[src/rtl/matmul_pkg.sv]
// Shared definitions for the matrix-multiply streaming blocks: default geometry
// and the output collector state encoding.
package matmul_pkg;

   localparam int DEF_N          = 4;
   localparam int DEF_DW         = 16;
   localparam int DEF_ROWS       = 4;
   localparam int DEF_FIFO_DEPTH = 4;

   typedef enum logic [1:0] {
      IDLE    = 2'd0,
      COLLECT = 2'd1,
      DRAIN   = 2'd2,
      DONE    = 2'd3
   } coll_state_e;

endpackage

[src/rtl/result_fifo.sv]
// First-word fall-through row FIFO. The head reads as zero while empty; a pop
// on an empty FIFO is ignored and a push into a full FIFO is accepted only
// together with a pop.
module result_fifo #(
   parameter int WIDTH = 64,
   parameter int DEPTH = 4
) (
   input  logic             clk,
   input  logic             rst,
   input  logic             push_i,
   input  logic [WIDTH-1:0] push_data_i,
   input  logic             pop_i,
   output logic             full_o,
   output logic             empty_o,
   output logic [WIDTH-1:0] head_o
);

   localparam int AW = $clog2(DEPTH);

   logic [AW:0]      wptr_q, wptr_d;
   logic [AW:0]      rptr_q, rptr_d;
   logic [WIDTH-1:0] mem_q [DEPTH];
   logic             do_push, do_pop;

   // Pointer MSB differs only when the write side has lapped the read side.
   assign empty_o = (wptr_q == rptr_q);
   assign full_o  = (wptr_q[AW] != rptr_q[AW]) && (wptr_q[AW-1:0] == rptr_q[AW-1:0]);

   assign do_pop  = pop_i && !empty_o;
   assign do_push = push_i && (!full_o || do_pop);

   assign wptr_d = wptr_q + {{AW{1'b0}}, do_push};
   assign rptr_d = rptr_q + {{AW{1'b0}}, do_pop};

   always_ff @(posedge clk or posedge rst) begin
      if (rst) begin
         wptr_q <= '0;
         rptr_q <= '0;
      end else begin
         wptr_q <= wptr_d;
         rptr_q <= rptr_d;
      end
   end

   always_ff @(posedge clk) begin
      if (do_push) begin
         mem_q[wptr_q[AW-1:0]] <= push_data_i;
      end
   end

   assign head_o = empty_o ? '0 : mem_q[rptr_q[AW-1:0]];

endmodule

[src/rtl/systolic_output_collector.sv]
// Removes the column skew from systolic-array results, rebuilds full rows and
// queues them for a valid/ready consumer, tracking per-tile progress.
module systolic_output_collector
   import matmul_pkg::*;
#(
   parameter int N          = DEF_N,
   parameter int DW         = DEF_DW,
   parameter int ROWS       = DEF_ROWS,
   parameter int FIFO_DEPTH = DEF_FIFO_DEPTH
) (
   input  logic            clk,
   input  logic            rst,
   input  logic            start,
   input  logic [N*DW-1:0] col_data,
   input  logic [N-1:0]    col_valid,
   output logic [N*DW-1:0] out_data,
   output logic            out_valid,
   input  logic            out_ready,
   output logic            busy,
   output logic            done,
   output logic            overflow,
   output logic            misalign
);

   localparam int CW = $clog2(ROWS + 1);

   coll_state_e     state_q, state_d;
   logic [CW-1:0]   row_cnt_q, row_cnt_d;
   logic            overflow_q, overflow_d;
   logic            misalign_q, misalign_d;
   logic [N*DW-1:0] dsk_data;
   logic [N-1:0]    dsk_vld;
   logic            row_valid, row_partial, push_req;
   logic            fifo_push, fifo_pop, fifo_full, fifo_empty;

   // Lane j is delayed N-1-j cycles so every lane of a row lines up with lane N-1.
   for (genvar j = 0; j < N; j++) begin : g_lane
      localparam int D = N - 1 - j;
      if (D == 0) begin : g_pass
         assign dsk_data[j*DW +: DW] = col_data[j*DW +: DW];
         assign dsk_vld[j]           = col_valid[j];
      end else begin : g_dly
         logic [DW-1:0] data_q [D];
         logic [D-1:0]  vld_q;

         always_ff @(posedge clk or posedge rst) begin
            if (rst) begin
               for (int k = 0; k < D; k++) begin
                  data_q[k] <= '0;
               end
               vld_q <= '0;
            end else begin
               data_q[0] <= col_data[j*DW +: DW];
               vld_q[0]  <= col_valid[j];
               for (int k = 1; k < D; k++) begin
                  data_q[k] <= data_q[k-1];
                  vld_q[k]  <= vld_q[k-1];
               end
            end
         end

         assign dsk_data[j*DW +: DW] = data_q[D-1];
         assign dsk_vld[j]           = vld_q[D-1];
      end
   end

   assign row_valid   = &dsk_vld;
   assign row_partial = (|dsk_vld) && !row_valid;
   assign push_req    = (state_q == COLLECT) && row_valid;
   assign fifo_pop    = out_ready && !fifo_empty;
   assign fifo_push   = push_req && (!fifo_full || fifo_pop);

   result_fifo #(
      .WIDTH (N*DW),
      .DEPTH (FIFO_DEPTH)
   ) u_fifo (
      .clk         (clk),
      .rst         (rst),
      .push_i      (fifo_push),
      .push_data_i (dsk_data),
      .pop_i       (fifo_pop),
      .full_o      (fifo_full),
      .empty_o     (fifo_empty),
      .head_o      (out_data)
   );

   assign out_valid = !fifo_empty;

   always_comb begin
      row_cnt_d  = row_cnt_q;
      overflow_d = overflow_q;
      misalign_d = misalign_q;
      if (state_q == IDLE) begin
         if (start) begin
            row_cnt_d  = '0;
            overflow_d = 1'b0;
            misalign_d = 1'b0;
         end
      end else if (row_partial) begin
         misalign_d = 1'b1;
      end
      // Dropped rows still count toward the tile so the tile always terminates.
      if (push_req) begin
         if (row_cnt_q != CW'(ROWS)) begin
            row_cnt_d = row_cnt_q + CW'(1);
         end
         if (fifo_full && !fifo_pop) begin
            overflow_d = 1'b1;
         end
      end
   end

   always_ff @(posedge clk or posedge rst) begin
      if (rst) begin
         state_q    <= IDLE;
         row_cnt_q  <= '0;
         overflow_q <= 1'b0;
         misalign_q <= 1'b0;
      end else begin
         state_q    <= state_d;
         row_cnt_q  <= row_cnt_d;
         overflow_q <= overflow_d;
         misalign_q <= misalign_d;
      end
   end

   always_comb begin
      state_d = state_q;
      case (state_q)
         IDLE:    if (start) state_d = COLLECT;
         COLLECT: if (row_cnt_d == CW'(ROWS)) state_d = DRAIN;
         DRAIN:   if (fifo_empty) state_d = DONE;
         DONE:    state_d = IDLE;
         default: state_d = IDLE;
      endcase
   end

   always_comb begin
      busy = 1'b0;
      done = 1'b0;
      case (state_q)
         COLLECT, DRAIN: busy = 1'b1;
         DONE:           done = 1'b1;
         default:        ;
      endcase
   end

   assign overflow = overflow_q;
   assign misalign = misalign_q;

endmodule

[config.mk]
export PLATFORM = sky130hd
export DESIGN_NAME = systolic_output_collector
export DESIGN_NICKNAME = d
export VERILOG_FILES = /design/src/rtl/matmul_pkg.sv /design/src/rtl/result_fifo.sv /design/src/rtl/systolic_output_collector.sv
export SDC_FILE = /design/constraint.sdc
export NUM_CORES = 1
export LEC_CHECK = 0
export ABC_CLOCK_PERIOD_IN_PS = 6700
export BUFFER_PORTS_ARGS = -buffer_cell sky130_fd_sc_hd__buf_2
export CORE_AREA = 3 3 214 163
export CTS_CLUSTER_DIAMETER = 200
export DETAILED_ROUTE_END_ITERATION = 10
export DIE_AREA = 0 0 217 166
export PLACE_DENSITY_LB_ADDON = 0.05
export SYNTH_ARGS = -nofsm -noshare
export SYNTH_HDL_FRONTEND = slang
export SYNTH_HIERARCHICAL = 1
export SYNTH_SLANG_ARGS = --single-unit
[constraint.sdc]
create_clock -name clk -period 6.7 [get_ports clk]
set_input_delay 1.34 -clock clk [delete_from_list [all_inputs] [get_ports clk]]
set_output_delay 1.34 -clock clk [all_outputs]
set_load 0.02 [all_outputs]
-- After elaboration in Yosys (flattened, before gate mapping)
Memory sizes are Yosys's and may differ from the RTL's.
Index checks and enable logic that the tools add are counted.
Widths: inputs -> output; s select.
- $add $sub $neg: 3
- equality and inequality tests: 11
- mux-type cells: 20
- reduce and logical (&&, ||, !) cells: 21
- operators by type and width (kind ; number):
    $mux 64 ; 1
    $mux 3 ; 4
    $mux 1 ; 11
    $logic_and 1x1->1 ; 8
    $pmux 2 s4 ; 1
    $add 3x1->3 ; 2
    $mux 2 ; 3
    $eq 2x2->1 const B ; 2
    $logic_not 1->1 ; 4
    $ne 2x1->1 const B ; 2
    $reduce_and 4->1 ; 1
    $reduce_or 4->1 ; 1
    $add 3x1->3 const B ; 1
    $eq 3x3->1 ; 1
    $eq 3x3->1 const B ; 1
    $ne 3x3->1 const B ; 1
    $reduce_and 3->1 ; 1
    $eq 2x1->1 const B ; 1
    $eq 2x2->1 ; 1
    $logic_not 2->1 ; 1
    $logic_or 1x1->1 ; 2
    $ne 2x2->1 const B ; 1
    $reduce_and 2->1 ; 1
    $reduce_bool 2->1 ; 1
    2 further kinds ; 2
- flip-flop bits (word level): 115
- bits in writable memories: 256
- input port bits: 72
- output and inout bits: 69
- word-level logic and storage cells: 71
- memories: 1
- memory list (name ; words ; bits a word ; read ports ; clocked after Yosys merged registers in ; wr ports ; RTL line ; RTL):
    u_fifo.mem_q ; 4 ; 64 ; 1 ; 0 ; 1 ; result_fifo.sv:22 ; logic [WIDTH-1:0] mem_q [DEPTH];

-- Depth between registers and ports, before layout
Gate-level depths: netlist of the first run.
- depth in word-level cells: 8
- depth in mapped cells: 11

-- Hierarchy
Netlist of the first run, hierarchy kept.
- by module, submodules not included (module ; instances ; cells an instance ; area each (µm²) ; sequential area each (µm²)):
    result_fifo ; 1 ; 431 ; 10017.1 ; 7837.5
    systolic_output_collector ; 1 ; 158 ; 3096.7 ; 2727.6

-- Worst setup path before layout of the first run
No wires, ideal clock.
- path type: input to register
- from: input col_valid[3]
- to: memory u_fifo.mem_q[2][0] (enable)
- library setup time: 0.578 ns
- arrival: 6.650 ns
- setup slack: -0.528 ns
- stages on the path: 5
- cells stage by stage: and4_4 nand2_1 a21oi_1 o41ai_2 nor3b_1
- cells in the longest elaborated chain, start to end: 6
- RTL lines (item ; RTL line ; RTL):
    start, declared ; systolic_output_collector.sv:15 ; input logic [N-1:0] col_valid,
    $reduce_and 4->1 ; systolic_output_collector.sv:67 ; assign row_valid = &dsk_vld;
    $logic_and 1x1->1 ; systolic_output_collector.sv:69 ; assign push_req = (state_q == COLLECT) && row_valid;
    $logic_and 1x1->1 ; systolic_output_collector.sv:71 ; assign fifo_push = push_req && (!fifo_full || fifo_pop);
    via fifo_push ; systolic_output_collector.sv:34 ; logic fifo_push, fifo_pop, fifo_full, fifo_empty;
    $logic_and 1x1->1 ; result_fifo.sv:30 ; assign do_push = push_i && (!full_o || do_pop);
    $mux 1 ; result_fifo.sv:46 ; if (do_push) begin
    $mux 1 (not written as such) ; result_fifo.sv:47 ; mem_q[wptr_q[AW-1:0]] <= push_data_i;
    end, declared ; result_fifo.sv:22 ;
The timed path passes the listed nets, and every way through them passes these cells.

-- Final worst setup path of the first run
- from: register u_fifo.rptr_q[1]
- to: output out_data[28]
- cells in the longest elaborated chain, start to end: 2
- elaborated cells between the ends (all ways): 3
- RTL lines (item ; RTL line ; RTL):
    start, declared ; result_fifo.sv:21 ; logic [AW:0] rptr_q, rptr_d;
    start signal, assigned ; result_fifo.sv:41 ; rptr_q <= rptr_d;
    $eq 3x3->1 ; result_fifo.sv:26 ; assign empty_o = (wptr_q == rptr_q);
    via fifo_empty ; systolic_output_collector.sv:34 ;
    $mux 64 ; result_fifo.sv:51 ; assign head_o = empty_o ? '0 : mem_q[rptr_q[AW-1:0]];
    end, declared ; systolic_output_collector.sv:16 ; output logic [N*DW-1:0] out_data,
The timed path passes the listed nets, and every way through them passes these cells.

==> flow_metrics.py, run 1 <==
metrics = {
    "placement": {
        "numPortBuffers": 140,
        "place_area_sq_um": 14300,
        "pre_cts_slack_ns": 2.40,
        "dp_hpwl_microns": 14300,
        "place_inst": 1158,
        "gp_congestion": 0.765,
    },
    "clock_tree": {
        "clk_pin_slew_ns": 0.06,
        "clock_path_buffers": 3,
        "clk_latency_ns": 0.52,
        "cts.sinks": 371,
        "postCtsHoldBufs": 0,
        "clockRootBuffer": "clkbuf_16",
        "cts_tree": "yes",
        "numCtsBuffers": 37,
        "postCtsResizedCells": 0,
        "cts_setup_buffers": 0,
        "ctsHtreeMaxLevel": 2,
    },
    "route": {
        "wl_met1_microns": 10600,
        "first_iter_violations": 437,
        "postRouteAntennaNets": 0,
        "vias": 5914,
        "highest_layer": "met4",
        "viasPerCell": 4.82,
        "wl_met3_microns": 1420,
        "wirelength_microns": 24500,
        "wl_met2_microns": 12000,
        "detail_route.wl_per_cell_microns": 20.0,
        "first_pass_iters": 4,
        "drcViolationCount": 0,
    },
    "final_layout": {
        "n_fill_cell": 2801,
        "fin_nets": 838,
        "synthToLayoutAreaGrowth_pct": 18.6,
        "final_common_cell": "edfxtp_1",
        "final_cell_mix": "edfxtp_1 (256), buf_2 (140), dfrtp_1 (113), nor2b_1 (65), mux4_2 (64)",
        "finalCoreUtilization_pct": 47.6,
        "stdcell_count": 1226,
        "final_cell_area_sq_um": 15600,
        "final_layout_size_suffix_gt1_share_pct": 35.9,
    },
    "global_routing": {
        "overflow": 0,
        "antenna_found_initial": 2,
        "grt_max_degree": 67,
        "grt_pass1_wl_microns": 38600,
        "grt_pass1_vias": 6509,
        "grt_usage_pct": 14.0,
    },
    "synth": {
        "yosysWarnings": 6,
        "synth-main-ff-cell": "edfxtp_1",
        "avgSynthCellArea_sq_um": 22.3,
        "async_reset_ff_share_pct": 31.0,
        "synth_seq_area_share_pct": 80.6,
        "syn_nets": 672,
        "postSynthCellCount": 589,
        "synth_cell_types": 38,
        "netlist_area_sq_um": 13100,
        "synth_seq_cells": 371,
        "synth_edf_count": 256,
    },
    "setup_path": {
        "cp_max_fo": 66,
        "crit_path_end_kind": "output pin",
        "cp-start-kind": "flip-flop",
        "path_class": "reg2out",
        "cp.required_ns": 5.36,
        "worst-endpoint-arrival_ns": 3.23,
    },
    "sta": {
        "finalCritPeriodShare_pct": 68.2,
        "fin_ws_ns": 2.13,
        "period_minus_slack_ns": 4.57,
        "max_slew_margin_pct": 28.1,
        "tightest_slew_ns": 1.08,
        "finClkSkew_ns": 0.0114,
        "fmax_mhz": 219,
        "whs_ns": 0.346,
        "fin_setup_tns_ns": 0,
        "finalSetupViolations": 0,
        "drv_slew": 0,
        "finalHoldViolCount": 0,
        "rsz0062_at_grt": "false",
    },
    "power": {
        "power.density_nw_per_um2": 425,
        "p_leak_nw": 5.69,
        "ir_drop_v": 0.000245,
        "p_total_mw": 6.61,
    },
    "min_path": {
        "hp-class": "reg2reg",
    },
    "run_status": {
        "status": "completed",
    },
    "floorplanning": {
        "ioPinCount": 141,
        "start_util_pct": 40.1,
        "fp.dieH_microns": 166,
        "rows": 57,
        "die_w_microns": 217,
        "fp.coreArea_sq_um": 32700,
        "die-area_sq_um": 36000,
    },
    "run": {
        "cap_violations": 0,
    },
}
-- sequential cells by signal, indices dropped and copies added, names as in the netlist --
signal / count
dsk_data: 32
g_lane.g_dly.data_q: 64
g_lane.g_dly.vld_q: 6
misalign: 1
overflow: 1
row_cnt_q: 3
state_q: 2
u_fifo/mem_q: 256
u_fifo/rptr_q: 3
u_fifo/wptr_q: 3
-- power by group --
part           switching (mW)  internal [mW]  leakage (nW)
sequential              0.205           2.54          3.65
clock                   0.808           1.23         0.586
combinational            1.04          0.781          1.46
total                    2.06           4.55          5.69
-- critical path: stages, from the launching register on --
cell and delay [ns]:
dfrtp_4 1.15, xor2_2 0.25, nor3b_4 0.25, buf_4 0.64
nor2b_1 0.15, buf_2 0.21
-- routing by layer --
layer  up-vias  GRT usage, %
li1       2629             -
met1      3074          19.0
met2       166          22.8
met3        45          3.18
met4         0          4.25
met5         -             0
-- cells in the mapped netlist, types with 3 or more instances --
library cell / instances / area [sq um]
edfxtp_1: 256 / 7690
dfrtp_1: 115 / 2880
nor2b_1: 65 / 407
mux4_2: 64 / 1440
buf_2: 12 / 60.1
ha_1: 11 / 138
inv_1: 9 / 33.8
nand2_1: 9 / 33.8
buf_6: 7 / 78.8
nor2_1: 3 / 11.3
o211ai_1: 3 / 22.5
-- kinds of logic after synthesis --
| logic type | after synthesis | share of synthesized area (%) |
|---|---|---|
| flops | 371 | 80.6 |
| mux | 66 | 11.2 |
| xor+xnor | 5 | 0.506 |
| compound gates | 16 | 1.04 |
| simple gates | 89 | 4.28 |
| buf+inv | 31 | 1.40 |
| fa+ha+maj | 11 | 1.05 |
-- area by class of cell --
| type | instances | area [sq um] | area share [%] |
|---|---|---|---|
| antenna | 1 | 2.50 | 0.0161 |
| clock buffer | 55 | 1080 | 6.92 |
| clock inverter | 12 | 135 | 0.869 |
| inverter | 10 | 40.0 | 0.257 |
| multi-input combinational | 187 | 2410 | 15.5 |
| sequential | 371 | 10600 | 68.0 |
| tap | 442 | 553 | 3.56 |
| timing repair buffer | 148 | 761 | 4.89 |
-- worst paths after layout --
path / start / to / slack (ns) / cells past startpoint
worst max-delay path: u_fifo/rptr_q[1]$_DFF_PP0_ / out_data[28] / 2.13 / 5
min in group asynchronous: rst / u_fifo/wptr_q[0]$_DFF_PP0_ / 0.77 / 2
worst min register to register: g_lane[0].g_dly.data_q[28]$_DFF_PP0_ / dsk_data[12]$_DFF_PP0_ / 0.35 / 0
worst min-delay path: g_lane[0].g_dly.data_q[28]$_DFF_PP0_ / dsk_data[12]$_DFF_PP0_ / 0.35 / 0
max in group asynchronous: rst / g_lane[1].g_dly.data_q[26]$_DFF_PP0_ / 4.55 / 3
worst max register to register: u_fifo/rptr_q[1]$_DFF_PP0_ / u_fifo/mem_q[1][61]$_DFFE_PP_ / 2.59 / 8
Power figures use the tool's default switching activity.
==> run 2: changes to the inputs <==
--- a/config.mk
+++ b/config.mk
@@ -5,7 +5,7 @@
 export SDC_FILE = /design/constraint.sdc
 export NUM_CORES = 1
 export LEC_CHECK = 0
-export ABC_CLOCK_PERIOD_IN_PS = 6700
+export ABC_CLOCK_PERIOD_IN_PS = 4800
 export BUFFER_PORTS_ARGS = -buffer_cell sky130_fd_sc_hd__buf_2
 export CORE_AREA = 3 3 214 163
 export CTS_CLUSTER_DIAMETER = 200
==> constraint.sdc (replaced) <==
create_clock -name clk -period 4.8 [get_ports clk]
set_input_delay 0.96 -clock clk [delete_from_list [all_inputs] [get_ports clk]]
set_output_delay 0.96 -clock clk [all_outputs]
set_load 0.02 [all_outputs]
==> flow_metrics.py, run 2 (synthesis gave the netlist of run 1 again) <==
metrics = {
    "route": {
        "detail_route.wl_per_cell_microns": 20.3,
        "viasPerCell": 4.82,
        "drcViolationCount": 0,
        "first_pass_iters": 4,
        "wirelength_microns": 25100,
        "first_iter_violations": 474,
        "postRouteAntennaNets": 0,
        "vias": 5949,
    },
    "setup_path": {
        "r2r_start": "u_fifo/rptr_q[0]$_DFF_PP0_",
        "cp_max_fo": 65,
        "rrSetupSlack_ns": 1.46,
        "crit_path_end_kind": "output pin",
        "worst-endpoint-arrival_ns": 2.81,
        "path_class": "reg2out",
        "cp.required_ns": 3.84,
        "rr_worst_depth": 8,
        "cp-start-kind": "flip-flop",
        "r2r_end": "u_fifo/mem_q[2][31]$_DFFE_PP_",
    },
    "sta": {
        "finalCritPeriodShare_pct": 78.5,
        "tightest_slew_ns": 1.15,
        "rsz0062_at_grt": "false",
        "finClkSkew_ns": 0.0158,
        "finalHoldViolCount": 0,
        "whs_ns": 0.347,
        "fin_setup_tns_ns": 0,
        "finalSetupViolations": 0,
        "fmax_mhz": 265,
        "drv_slew": 0,
        "period_minus_slack_ns": 3.77,
        "max_slew_margin_pct": 22.4,
    },
    "placement": {
        "gp_congestion": 0.687,
        "dp_hpwl_microns": 14400,
        "numPortBuffers": 140,
    },
    "floorplanning": {
        "die_w_microns": 217,
        "fp.dieH_microns": 166,
        "ioPinCount": 141,
        "fp.coreArea_sq_um": 32700,
        "rows": 57,
        "start_util_pct": 40.1,
        "die-area_sq_um": 36000,
    },
    "global_routing": {
        "grt_pass1_vias": 6798,
        "grt_max_degree": 66,
        "antenna_found_initial": 0,
        "grt_usage_pct": 14.3,
        "grt_pass1_wl_microns": 39600,
        "overflow": 0,
    },
    "final_layout": {
        "synthToLayoutAreaGrowth_pct": 18.8,
        "final_cell_mix": "edfxtp_1 (256), buf_2 (140), dfrtp_1 (113), nor2b_1 (65), mux4_2 (64)",
        "final_common_cell": "edfxtp_1",
        "n_fill_cell": 2813,
        "final_layout_size_suffix_gt1_share_pct": 36.7,
        "fin_nets": 844,
        "largest_reg_flops": 256,
    },
    "clock_tree": {
        "cts_tree": "yes",
        "clockRootBuffer": "clkbuf_16",
        "postCtsResizedCells": 0,
        "clk_latency_ns": 0.52,
        "clk_pin_slew_ns": 0.06,
        "ctsHtreeMaxLevel": 2,
        "cts_setup_buffers": 0,
        "postCtsHoldBufs": 0,
        "numCtsBuffers": 37,
        "cts.sinks": 371,
        "clock_path_buffers": 3,
    },
    "run_status": {
        "status": "completed",
    },
    "min_path": {
        "hold_path_depth": 0,
        "hold_end": "g_lane[0].g_dly.data_q[18]$_DFF_PP0_",
        "hp-class": "reg2reg",
        "hp-start": "g_lane[0].g_dly.data_q[34]$_DFF_PP0_",
    },
    "run": {
        "cap_violations": 0,
    },
    "power": {
        "ir_drop_v": 0.000281,
        "power.density_nw_per_um2": 591,
        "p_leak_nw": 5.72,
    },
}
[run 2: cell types whose count changed in the layout (fill, tap and decap cells not counted), sizes merged]
cell    delta
buf        +6
bufinv     -1
clkinv     +1
inv        +1
[run 2: metal layers]
layer / global-route usage (%) / wire (microns)
met5: 0 / 0
met4: 3.71 / 459
met3: 3.05 / 1060
met2: 23.7 / 12400
met1: 19.5 / 11200
[run 2: layout make-up]
type / instances / area, sq um / share of cell area (%)
clock inverters: 13 / 119 / 0.763
multi-input cells: 187 / 2410 / 15.5
flip-flops and latches: 371 / 10600 / 67.9
inverters: 10 / 40.0 / 0.257
repair buffers: 154 / 806 / 5.17
diodes: 1 / 2.50 / 0.0161
clock buffers: 55 / 1080 / 6.91
well taps: 442 / 553 / 3.55
[run 2: worst max path at each step]
| stage | cells after the start | endpoint | from |
|---|---|---|---|
| 6_report | 5 | out_data[44] | u_fifo/rptr_q[0]$_DFF_PP0_ |
| 5_1_grt | 5 | out_data[47] | u_fifo/rptr_q[0]$_DFF_PP0_ |
| 4_1_cts | 5 | out_data[44] | u_fifo/rptr_q[0]$_DFF_PP0_ |
| 3_5_place_dp | 8 | u_fifo/mem_q[2][31]$_DFFE_PP_ | u_fifo/rptr_q[0]$_DFF_PP0_ |
| 3_3_place_gp | 4 | out_data[0] | u_fifo/rptr_q[0]$_DFF_PP0_ |
| 2_1_floorplan | 5 | u_fifo/mem_q[3][0]$_DFFE_PP_ | col_valid[3] |
[run 2: power breakdown]
group | switching (mW) | total [mW] | internal (mW)
Clock | 1.14 | 2.81 | 1.67
Sequential | 0.144 | 3.69 | 3.55
Combinational | 1.61 | 2.71 | 1.10
[run 2: stage by stage]
step	instances	setup slack (ns)	power (mW)	utilization (%)	area [sq um]
5_1_grt	1232	0.819	9.71	47.7	15600
6_report	1233	1.03	9.21	47.7	15600
4_1_cts	1232	0.944	9.39	47.7	15600
3_5_place_dp	1164	1.45	6.54	44.0	14400
2_1_floorplan	589	0.0288	5.66	-	13100
3_3_place_gp	1164	1.52	6.51	44.0	14400
[run 2: worst max-delay path, stage by stage, from the launching register on]
cell and delay (ns):
dfrtp_4 0.67, xor2_2 0.28, nor3b_4 0.22, buf_4 0.70
nor2b_1 0.18, buf_2 0.22
==> run 3: changes to the inputs <==
--- a/config.mk
+++ b/config.mk
@@ -5,7 +5,7 @@
 export SDC_FILE = /design/constraint.sdc
 export NUM_CORES = 1
 export LEC_CHECK = 0
-export ABC_CLOCK_PERIOD_IN_PS = 4800
+export ABC_CLOCK_PERIOD_IN_PS = 3500
 export BUFFER_PORTS_ARGS = -buffer_cell sky130_fd_sc_hd__buf_2
 export CORE_AREA = 3 3 214 163
 export CTS_CLUSTER_DIAMETER = 200
==> constraint.sdc (replaced) <==
create_clock -name clk -period 3.5 [get_ports clk]
set_input_delay 0.7 -clock clk [delete_from_list [all_inputs] [get_ports clk]]
set_output_delay 0.7 -clock clk [all_outputs]
set_load 0.02 [all_outputs]
==> flow_metrics.py, run 3 (synthesis gave the netlist of run 1 again) <==
metrics = {
    "run_status": {
        "status": "completed",
    },
    "final_layout": {
        "synthToLayoutAreaGrowth_pct": 20.4,
        "antenna_cells": 0,
        "n_fill_cell": 2759,
        "final_common_cell": "edfxtp_1",
        "largest_reg_flops": 256,
        "final_cell_mix": "edfxtp_1 (256), buf_2 (140), dfrtp_1 (111), nor2b_1 (65), mux4_2 (64)",
        "final_layout_size_suffix_gt1_share_pct": 37.4,
        "fin_nets": 843,
    },
    "clock_tree": {
        "clk_pin_slew_ns": 0.06,
        "clock_path_buffers": 3,
        "ctsHtreeMaxLevel": 2,
        "clockRootBuffer": "clkbuf_16",
        "clk_latency_ns": 0.52,
        "cts.sinks": 371,
        "cts_tree": "yes",
        "numCtsBuffers": 37,
    },
    "power": {
        "p_sw_mw": 4.03,
        "ir_drop_v": 0.000673,
        "clockPowerShare_pct": 31.2,
        "p_leak_nw": 5.77,
        "p_comb_share_pct": 30.1,
        "sw_frac_of_total_pct": 31.1,
        "seq_power_share_pct": 38.7,
        "power.density_nw_per_um2": 820,
        "p_total_mw": 13.0,
        "p_int_mw": 8.93,
    },
    "placement": {
        "numPortBuffers": 140,
        "gp_congestion": 0.705,
        "dp_hpwl_microns": 13600,
    },
    "floorplanning": {
        "fp.coreArea_sq_um": 32700,
        "die-area_sq_um": 36000,
        "start_util_pct": 40.1,
        "die_w_microns": 217,
        "rows": 57,
        "fp.dieH_microns": 166,
        "ioPinCount": 141,
    },
    "route": {
        "first_pass_iters": 5,
        "drcViolationCount": 0,
        "first_iter_violations": 324,
        "vias": 5929,
        "detail_route.wl_per_cell_microns": 20.2,
        "postRouteAntennaNets": 0,
        "viasPerCell": 4.82,
        "wirelength_microns": 24800,
    },
    "sta": {
        "whs_ns": 0.144,
        "period_minus_slack_ns": 3.11,
        "finalCritPeriodShare_pct": 89.0,
        "finClkSkew_ns": 0.0173,
        "tightest_slew_ns": 0.856,
        "rsz0062_at_grt": "false",
        "finalHoldViolCount": 0,
        "fin_setup_tns_ns": 0,
        "finalSetupViolations": 0,
        "max_slew_margin_pct": 42.8,
        "fmax_mhz": 321,
        "drv_slew": 0,
    },
    "global_routing": {
        "grt_max_degree": 66,
        "overflow": 0,
        "grt_usage_pct": 14.1,
        "grt_pass1_vias": 6526,
        "grt_pass1_wl_microns": 38600,
        "antenna_found_initial": 2,
    },
    "setup_path": {
        "cp.required_ns": 2.80,
        "worst_path_max_delay_cell": "mux4_2",
        "path_class": "reg2out",
        "crit_buf_inv": 2,
        "worst-endpoint-arrival_ns": 2.41,
        "crit_path_end_kind": "output pin",
        "cp_max_fo": 65,
        "crit_family": "buffers and inverters",
        "crit_chain": "buf_12 > mux4_2 > nor2b_1 > buf_2",
        "max_stage_delay_ns": 0.57,
        "cp-start-kind": "flip-flop",
    },
    "min_path": {
        "hp-class": "in2async",
    },
    "run": {
        "cap_violations": 0,
    },
}
run 3: cell types whose count changed in the layout (fill, tap and decap cells not counted), sizes merged, moves of 2 or more:
| cell | delta |
|---|---|
| clkinvlp | +2 |
| inv | -2 |
| clkinv | -4 |
| clkbuf | +2 |
| bufinv | +2 |
run 3: power by group through the flow:
stage	clock [mW]	combinational [mW]	sequential (mW)
after global placement	0	4.00	5.09
after detailed placement	0	4.02	5.10
final	4.05	3.90	5.01
after floorplan	0	2.80	5.07
after CTS	4.20	4.04	5.01
after global routing	4.37	4.23	5.03
run 3: worst paths after layout:
check | cells past startpoint | slack, ns | end | start
max in group asynchronous | 3 | 2.50 | dsk_data[25]$_DFF_PP0_ | rst
worst max register to register | 9 | 0.78 | u_fifo/mem_q[0][35]$_DFFE_PP_ | u_fifo/rptr_q[0]$_DFF_PP0_
min in group clk | 1 | 0.28 | g_lane[0].g_dly.data_q[39]$_DFF_PP0_ | col_data[7]
worst min-delay path | 2 | 0.14 | u_fifo/rptr_q[2]$_DFF_PP0_ | rst
worst max-delay path | 4 | 0.39 | out_data[17] | u_fifo/rptr_q[0]$_DFF_PP0_
worst min register to register | 0 | 0.35 | g_lane[0].g_dly.data_q[29]$_DFF_PP0_ | g_lane[0].g_dly.data_q[45]$_DFF_PP0_
run 3: through the flow:
step | instances | utilization, % | setup slack, ns | instance area [sq um]
6_report | 1231 | 48.4 | 0.385 | 15800
3_3_place_gp | 1163 | 44.4 | 0.546 | 14500
4_1_cts | 1231 | 48.3 | 0.0399 | 15800
3_5_place_dp | 1163 | 44.4 | 0.551 | 14500
2_1_floorplan | 589 | - | 0.00863 | 13200
5_1_grt | 1231 | 48.4 | 0.204 | 15800
run 3: per-layer routing:
layer  vias up  routed length [microns]  global-route usage [%]  share of wire, %
li1       2637                        -                       -                 -
met4         4                      411                    3.83               1.7
met2       144                    12500                    23.7                50
met5         -                       18                       0             0.073
met1      3104                    10500                    18.5                42
met3        40                     1410                    3.48               5.7
run 3: what timing repair did:
item                                   in CTS  in global routing
endpoints found under the hold margin       0                  0
setup buffers                               0                  0
setup endpoints to repair                   0                  2
hold buffers                                0                  0
gates resized for setup                     0                  1
run 3: final cells by class:
type	instances	area (sq um)	share of cell area, %
repair buffers	153	877	5.55
clock buffers	57	1110	7.06
inverters	10	48.8	0.309
clock inverters	11	161	1.02
multi-input cells	187	2460	15.6
well taps	442	553	3.50
flip-flops and latches	371	10600	67.0
